`src/rtl/fetch_pkg.sv`:
```
// Shared definitions for the instruction fetch front end: FSM encoding,
// halt encoding, PC stride and default memory geometry.
package fetch_pkg;

   typedef enum logic [1:0] {
      ST_FETCH  = 2'd0,
      ST_HALTED = 2'd1,
      ST_ERROR  = 2'd2
   } fetch_state_e;

   localparam logic [15:0] HALT_INSTR_DEF = 16'hEFFF;
   localparam logic [15:0] PC_STEP        = 16'd2;
   localparam logic [15:0] RESET_PC_DEF   = 16'h0000;
   localparam int          IM_DEPTH_DEF   = 100;

endpackage

```
`src/rtl/im_fetch_ctrl.sv`:
```
// Instruction fetch controller: issues addresses to a registered-read
// instruction memory and offers the returned words to decode (valid/ready).
module im_fetch_ctrl
   import fetch_pkg::*;
#(
   parameter logic [15:0] RESET_PC   = RESET_PC_DEF,
   parameter int          IM_DEPTH   = IM_DEPTH_DEF,
   parameter logic [15:0] HALT_INSTR = HALT_INSTR_DEF
) (
   input  logic        clk,
   input  logic        rst,
   output logic [15:0] im_addr,
   input  logic [15:0] im_inst,
   output logic        id_valid,
   input  logic        id_ready,
   output logic [15:0] id_inst,
   output logic [15:0] id_pc,
   input  logic        br_valid,
   input  logic [15:0] br_target,
   input  logic        restart,
   output logic        halted,
   output logic        err,
   output logic [15:0] retired_cnt
);

   localparam logic [16:0] DEPTH_LIM = 17'(IM_DEPTH);

   fetch_state_e state_q, state_d;
   logic [15:0]  pc_q, pc_d;
   logic [15:0]  req_pc_q, req_pc_d;
   logic         req_vld_q, req_vld_d;
   logic [15:0]  retired_q, retired_d;

   logic stall;
   logic transfer;
   logic pc_bad;

   assign id_valid    = req_vld_q && (state_q == ST_FETCH);
   assign id_inst     = im_inst;
   assign id_pc       = req_pc_q;
   assign halted      = (state_q == ST_HALTED);
   assign err         = (state_q == ST_ERROR);
   assign retired_cnt = retired_q;

   assign stall    = id_valid && !id_ready;
   assign transfer = id_valid && id_ready;
   assign pc_bad   = ({1'b0, pc_q} >= DEPTH_LIM) || pc_q[0];

   // Under stall the memory re-reads the offered word so id_inst stays put.
   assign im_addr = stall ? req_pc_q : pc_q;

   always_comb begin
      // NOTE: every _d gets a default first so no path leaves it unassigned
      // (that would infer a latch); the branches below only override.
      state_d   = state_q;
      pc_d      = pc_q;
      req_pc_d  = req_pc_q;
      req_vld_d = req_vld_q;
      retired_d = retired_q + 16'(transfer);

      if (restart) begin
         state_d   = ST_FETCH;
         pc_d      = RESET_PC;
         req_vld_d = 1'b0;
      end else if (state_q == ST_FETCH) begin
         if (br_valid) begin
            pc_d      = br_target;
            req_vld_d = 1'b0;
         end else if (transfer && (im_inst == HALT_INSTR)) begin
            state_d   = ST_HALTED;
            req_vld_d = 1'b0;
         end else if (!stall) begin
            if (pc_bad) begin
               state_d   = ST_ERROR;
               req_vld_d = 1'b0;
            end else begin
               req_pc_d  = pc_q;
               req_vld_d = 1'b1;
               pc_d      = pc_q + PC_STEP;
            end
         end
      end
   end

   // NOTE: state flops use non-blocking assignments so every flop samples the
   // pre-edge values computed above, independent of statement order.
   always_ff @(posedge clk or negedge rst) begin
      if (!rst) begin
         state_q   <= ST_FETCH;
         pc_q      <= RESET_PC;
         req_pc_q  <= 16'h0000;
         req_vld_q <= 1'b0;
         retired_q <= 16'h0000;
      end else begin
         state_q   <= state_d;
         pc_q      <= pc_d;
         req_pc_q  <= req_pc_d;
         req_vld_q <= req_vld_d;
         retired_q <= retired_d;
      end
   end

endmodule
```
`config.mk`:
```
export PLATFORM = sky130hd
export DESIGN_NAME = im_fetch_ctrl
export DESIGN_NICKNAME = d
export VERILOG_FILES = /design/src/rtl/fetch_pkg.sv /design/src/rtl/im_fetch_ctrl.sv
export SDC_FILE = /design/constraint.sdc
export NUM_CORES = 1
export LEC_CHECK = 0
export BUFFER_PORTS_ARGS = -buffer_cell sky130_fd_sc_hd__buf_2
export CORE_MARGIN = 2
export CORE_UTILIZATION = 40
export CTS_BUF_LIST = sky130_fd_sc_hd__clkbuf_8
export CTS_CLUSTER_SIZE = 30
export DETAILED_ROUTE_END_ITERATION = 10
export PLACE_DENSITY = 0.8
export SLEW_MARGIN = 0
export SYNTH_ARGS = -nofsm -noshare
export SYNTH_HDL_FRONTEND = slang
export SYNTH_SLANG_ARGS = --single-unit
```
`constraint.sdc`:
```
create_clock -name clk -period 1.7 [get_ports clk]
set_input_delay 0.085 -clock clk [delete_from_list [all_inputs] [get_ports clk]]
set_output_delay 0.085 -clock clk [all_outputs]
set_load 0.01 [all_outputs]
```
Word-level counts from Yosys, hierarchy flattened

Cells that the tools add are included.

Magnitude comparators: 1
Bitwise logic cells: 5
Add/sub/neg operators: 2
Equality and inequality tests: 9
Muxes and demuxes: 19
Reductions and logical operators: 13

Operators with widths:

| operator                | number |
|---|---|
| $mux W16                | 7 |
| $add A16 B1 Y16         | 1 |
| $add A16 B2 Y16 const B | 1 |
| $eq A16 B16 Y1 const B  | 1 |
| $ge A16 B7 Y1 const B   | 1 |
| $mux W2                 | 6 |
| $ne A3 B3 Y1 const B    | 3 |
| $reduce_and A4 Y1       | 2 |
| $mux W1                 | 6 |
| $reduce_and A6 Y1       | 1 |
| $not A1 Y1              | 5 |
| $logic_and A1 B1 Y1     | 4 |
| $ne A4 B3 Y1 const B    | 1 |
| $ne A3 B2 Y1 const B    | 1 |
| $reduce_bool A3 Y1      | 1 |
| $eq A2 B1 Y1 const B    | 1 |
| $eq A2 B2 Y1 const B    | 1 |
| $logic_not A2 Y1        | 1 |
| $ne A2 B1 Y1 const B    | 1 |
| $reduce_and A2 Y1       | 1 |
| $reduce_bool A2 Y1      | 1 |
| $logic_not A1 Y1        | 1 |
| $logic_or A1 B1 Y1      | 1 |

Flip-flop bits (word level): 51
Logic and storage cells: 54
Output and inout port bits: 67

Depth between registers and ports, before layout

Word-level depth: 8
Gate-level depth with buffers: 8

Worst setup path before layout

No wires, ideal clock.

Path type: flip-flop to flip-flop
From: reg state_q[1]
To: reg retired_q[10], in the netlist retired_cnt[10]
Path slack: -0.187 ns
Data required time: 1.621 ns
Period minus slack after synthesis: 1.887 ns
Stages on the path, launching flop included: 9
Setup time: 0.079 ns
Buffers on the path: 2
Arrival time: 1.807 ns
Cell sequence: dfrtp_1 -> nor2_4 -> and3_1 -> buf_2 -> ha_1 -> ha_1 -> clkbuf_1 -> and4_1 -> xor2_1

Cells in the longest elaborated chain, start to end: 4

RTL lines:

| item                    | line                | RTL |
|---|---|---|
| from (decl)             | im_fetch_ctrl.sv:28 | `fetch_state_e state_q, state_d;` |
| from (signal assigned)  | im_fetch_ctrl.sv:95 | `state_q <= state_d;` |
| $logic_not A2 Y1        | im_fetch_ctrl.sv:38 | `assign id_valid = req_vld_q && (state_q == ST_FETCH);` |
| $logic_and A1 B1 Y1     | im_fetch_ctrl.sv:38 |  |
| $logic_and A1 B1 Y1     | im_fetch_ctrl.sv:46 | `assign transfer = id_valid && id_ready;` |
| $add A16 B1 Y16         | im_fetch_ctrl.sv:59 | `retired_d = retired_q + 16'(transfer);` |
| named net retired_d[10] | im_fetch_ctrl.sv:32 | `logic [15:0] retired_q, retired_d;` |
| to (signal assigned)    | im_fetch_ctrl.sv:99 | `retired_q <= retired_d;` |
| to (decl)               | im_fetch_ctrl.sv:32 |  |

The timed path passes the listed nets, and every way through them passes these cells.
A chain may end at the register's enable or synchronous reset.

Worst setup path after layout

From: reg pc_q[15]
To: reg req_pc_q[4], in the netlist id_pc[4]

Cells in the longest elaborated chain, start to end: 4

RTL lines:

| item                        | line                | RTL |
|---|---|---|
| from (decl)                 | im_fetch_ctrl.sv:29 | `logic [15:0] pc_q, pc_d;` |
| from (signal assigned)      | im_fetch_ctrl.sv:96 | `pc_q <= pc_d;` |
| $ge A16 B7 Y1               | im_fetch_ctrl.sv:47 | `assign pc_bad = ({1'b0, pc_q} >= DEPTH_LIM) \|\| pc_q[0];` |
| $logic_or A1 B1 Y1          | im_fetch_ctrl.sv:47 |  |
| $not A1 Y1 (no line)        | -                   |  |
| $reduce_and A6 Y1 (no line) | -                   |  |
| to (signal assigned)        | im_fetch_ctrl.sv:97 | `req_pc_q <= req_pc_d;` |
| to (decl)                   | im_fetch_ctrl.sv:30 | `logic [15:0] req_pc_q, req_pc_d;` |

No other way between the ends.

==> impl_metrics.tcl <==
set metrics [dict create \
    worstPathMaxFanout 7 \
    peakVddDrop_uv 308 \
    rsz0062_at_grt "yes" \
    hold_viol_final 0 \
    drt-total-wl_um 7410 \
    viasPerCell 5.32 \
    critPathKind "register to register" \
    cts_tree "done" \
    cts_max_level 2 \
    rr_worst_depth 6 \
    ant_nets 0 \
    drtIter0Drc 156 \
    layout_commonest_cell "buf_2" \
    grt_max_degree 52 \
    final_cell_mix "buf_2, dfrtp_1, buf_4, mux2_4, nand2_1" \
    dp.cells 441 \
    grt.overflow.total 0 \
    antenna_found_initial 0 \
    grt_pass1_wl_um 11600 \
    fillCellCount 490 \
    synth_edf_count 0 \
    drive_gt1_share_pct 53.0 \
    crit_chain "nor4_2 -> o2111ai_2 -> a21oi_2 -> and3_4 -> buf_12 -> mux2_4" \
    portBuffers 103 \
    power_leakage_nw 2.03 \
    drt_first_pass_iters 7 \
    slew_headroom_pct 56.8 \
    drc 7 \
    fin_setup_tns_ns -4.09 \
    required_ns 1.89 \
    fp.dieArea_mm2 0.00736 \
    dp.final_hpwl_um 5010 \
    hold_start "br_target[12]" \
    cp_top_family "simple AND/OR/NAND/NOR gates" \
    clkLatencyLatePin_ns 0.31 \
    seqCellArea_mm2 0.00128 \
    rr_endpoint "id_pc[4]$_DFFE_PN0P_" \
    wl_per_cell_um 16.3 \
    num_io_pins 104 \
    initial_core_util_pct 41.7 \
    coreArea_mm2 0.00642 \
    crit_path_end_kind "register" \
    cts.clk_slew.worst_paths_ns 0.10 \
    cp_data_arrival_time_ns 2.07 \
    max_freq_mhz 531 \
    multiInputGateArea_mm2 0.00137 \
    finalSetupViolCount 37 \
    async_reset_ff_share_pct 100 \
    die_y_um 85.8 \
    finalClockSkew_ns 0.0162 \
    worst_hold_path.num_cells 2 \
    synth-main-ff-cell "dfrtp_1" \
    rows 29 \
    yosysSeqAreaShare_pct 47.7 \
    outcome "finished with violations" \
    grt_usage_pct 19.9 \
    cp_num_buf_inv 1 \
    syn_nets 285 \
    fin_area_mm2 0.00390 \
    route.vias.total 2424 \
    cts_root_buffer "clkbuf_8" \
    clock-sinks 51 \
    syn_avg_cell_area_um2 10.9 \
    grt_pass1_vias 2331 \
    max-cap-violations 0 \
    dieWidth_um 85.8 \
    yosysWarnings 0 \
    syn_inst 245 \
    place_area_mm2 0.00348 \
    period_minus_slack_ns 1.88 \
    slowest_stage "dfrtp_1" \
    regToRegStartpoint "pc_q[15]$_DFFE_PN0P_" \
    area_delta_synth_final_pct 45.8 \
    cts_made_buffers 5 \
    r2r_slack_ns -0.18 \
    gp_congestion 0.850 \
    startpoint_type "register" \
    yosysUniqueCellTypes 44 \
    maxSlewViolCount 0 \
    syn-cell-area_mm2 0.00268 \
    slowest_delay_ns 0.41 \
    ys_ff_latch 51 \
    hold_class "primary input to register" \
    layoutNonFillerInstCount 456 \
    violations "DRC, setup timing" \
    antennaDiodeCount 0 \
    finalCritPeriodShare_pct 111 \
    nNetsFinal 418 \
    hold_slack_ns 0.0113 \
    hold-path-endpoint "pc_q[12]$_DFFE_PN0P_" \
    clk_path_buf_depth 2 \
    setup_slack_ns -0.182 \
    power_per_cell_area_mw_per_mm2 795 \
    tightest_slew_ns 0.648 \
]
==> cells by family (layout without fill, tap and decap cells) <==
logic type	count (synthesis)	after routing	synth area share, %
fa+ha+maj	3	3	1.40
buf+inv	31	165	7.29
mux	24	24	10.9
flops	51	51	47.7
simple gates	88	88	18.8
xor+xnor	14	14	4.58
compound gates	34	34	9.39
==> synth_stat cells, types with 2 or more instances <==
cell type | number | area (um2)
o21ai_0 | 4 | 20.0
mux2_4 | 6 | 90.1
nor2b_1 | 13 | 81.3
and2_1 | 2 | 12.5
buf_2 | 3 | 15.0
buf_4 | 16 | 120
buf_6 | 2 | 22.5
nand3_1 | 9 | 45.0
nand2_1 | 22 | 82.6
nand4_1 | 7 | 43.8
nor3_1 | 5 | 25.0
mux2_2 | 17 | 191
nor2_1 | 8 | 30.0
xor2_1 | 2 | 17.5
ha_1 | 3 | 37.5
nor4_1 | 3 | 18.8
o22ai_1 | 3 | 18.8
inv_1 | 3 | 11.3
a21oi_1 | 10 | 50.1
dfrtp_1 | 51 | 1280
a31oi_1 | 4 | 25.0
a32o_1 | 2 | 20.0
xnor2_1 | 12 | 105
clkbuf_1 | 7 | 26.3
and3_1 | 10 | 62.6
a22o_1 | 3 | 26.3
==> area by class of cell <==
cell class              count  share of cell area, %
inverters                   3                  0.288
clock inverters             3                  0.513
clock buffers               5                   1.76
multi-input cells         163                   35.0
well taps                  77                   2.47
flip-flops and latches     51                   32.7
repair buffers            154                   27.3
==> worst reg2reg max path, stage by stage (launching register included) <==
cell and delay (ns):
dfrtp_1 0.41, nor4_2 0.31, o2111ai_2 0.18, a21oi_2 0.19
and3_4 0.24, buf_12 0.13, mux2_4 0.30
==> per-layer routing <==
metal	GRT usage [%]	wire (um)
met1	25.4	3010
met3	3.37	389
met2	34.1	3830
met5	0	0
met4	7.36	190
==> power by group <==
| part | leakage, nW | switching [mW] | internal [mW] |
|---|---|---|---|
| clock network | 0.0402 | 0.416 | 0.287 |
| logic | 1.29 | 0.438 | 0.532 |
| registers | 0.698 | 0.108 | 1.32 |
==> flip-flops by register name (all words and copies together), names as in the netlist <==
name / cells
pc_q: 16
state_q: 2
retired_cnt: 16
id_pc: 16
req_vld_q: 1
==> how the worst max path moves through the flow <==
stage,from,to,depth (start not counted)
after floorplan,pc_q[15]$_DFFE_PN0P_,id_pc[1]$_DFFE_PN0P_,6
after global placement,pc_q[2]$_DFFE_PN0P_,id_pc[4]$_DFFE_PN0P_,6
after detailed placement,pc_q[15]$_DFFE_PN0P_,id_pc[6]$_DFFE_PN0P_,6
after CTS,pc_q[7]$_DFFE_PN0P_,pc_q[3]$_DFFE_PN0P_,7
after global routing,pc_q[15]$_DFFE_PN0P_,id_pc[1]$_DFFE_PN0P_,6
final,pc_q[15]$_DFFE_PN0P_,id_pc[4]$_DFFE_PN0P_,6
==> metrics by stage <==
stage               utilization [%]  setup WS [ns]  total power [mW]
finish                         60.8         -0.182              3.10
global route                   60.8         -0.246              3.26
floorplan                         -        -0.0435              1.86
detailed placement             54.2         -0.135              2.23
CTS                            59.6         -0.140              3.05
global placement               54.2        -0.0690              2.21
==> timing repair <==
action	in CTS	in global routing
buffers inserted	4	4
resized for setup	46	13
hold buffers	2	0
endpoints found under the setup margin	41	48
pin swaps	7	6
endpoints found under the hold margin	52	0
Note: power is estimated with default switching activity, not from simulation.
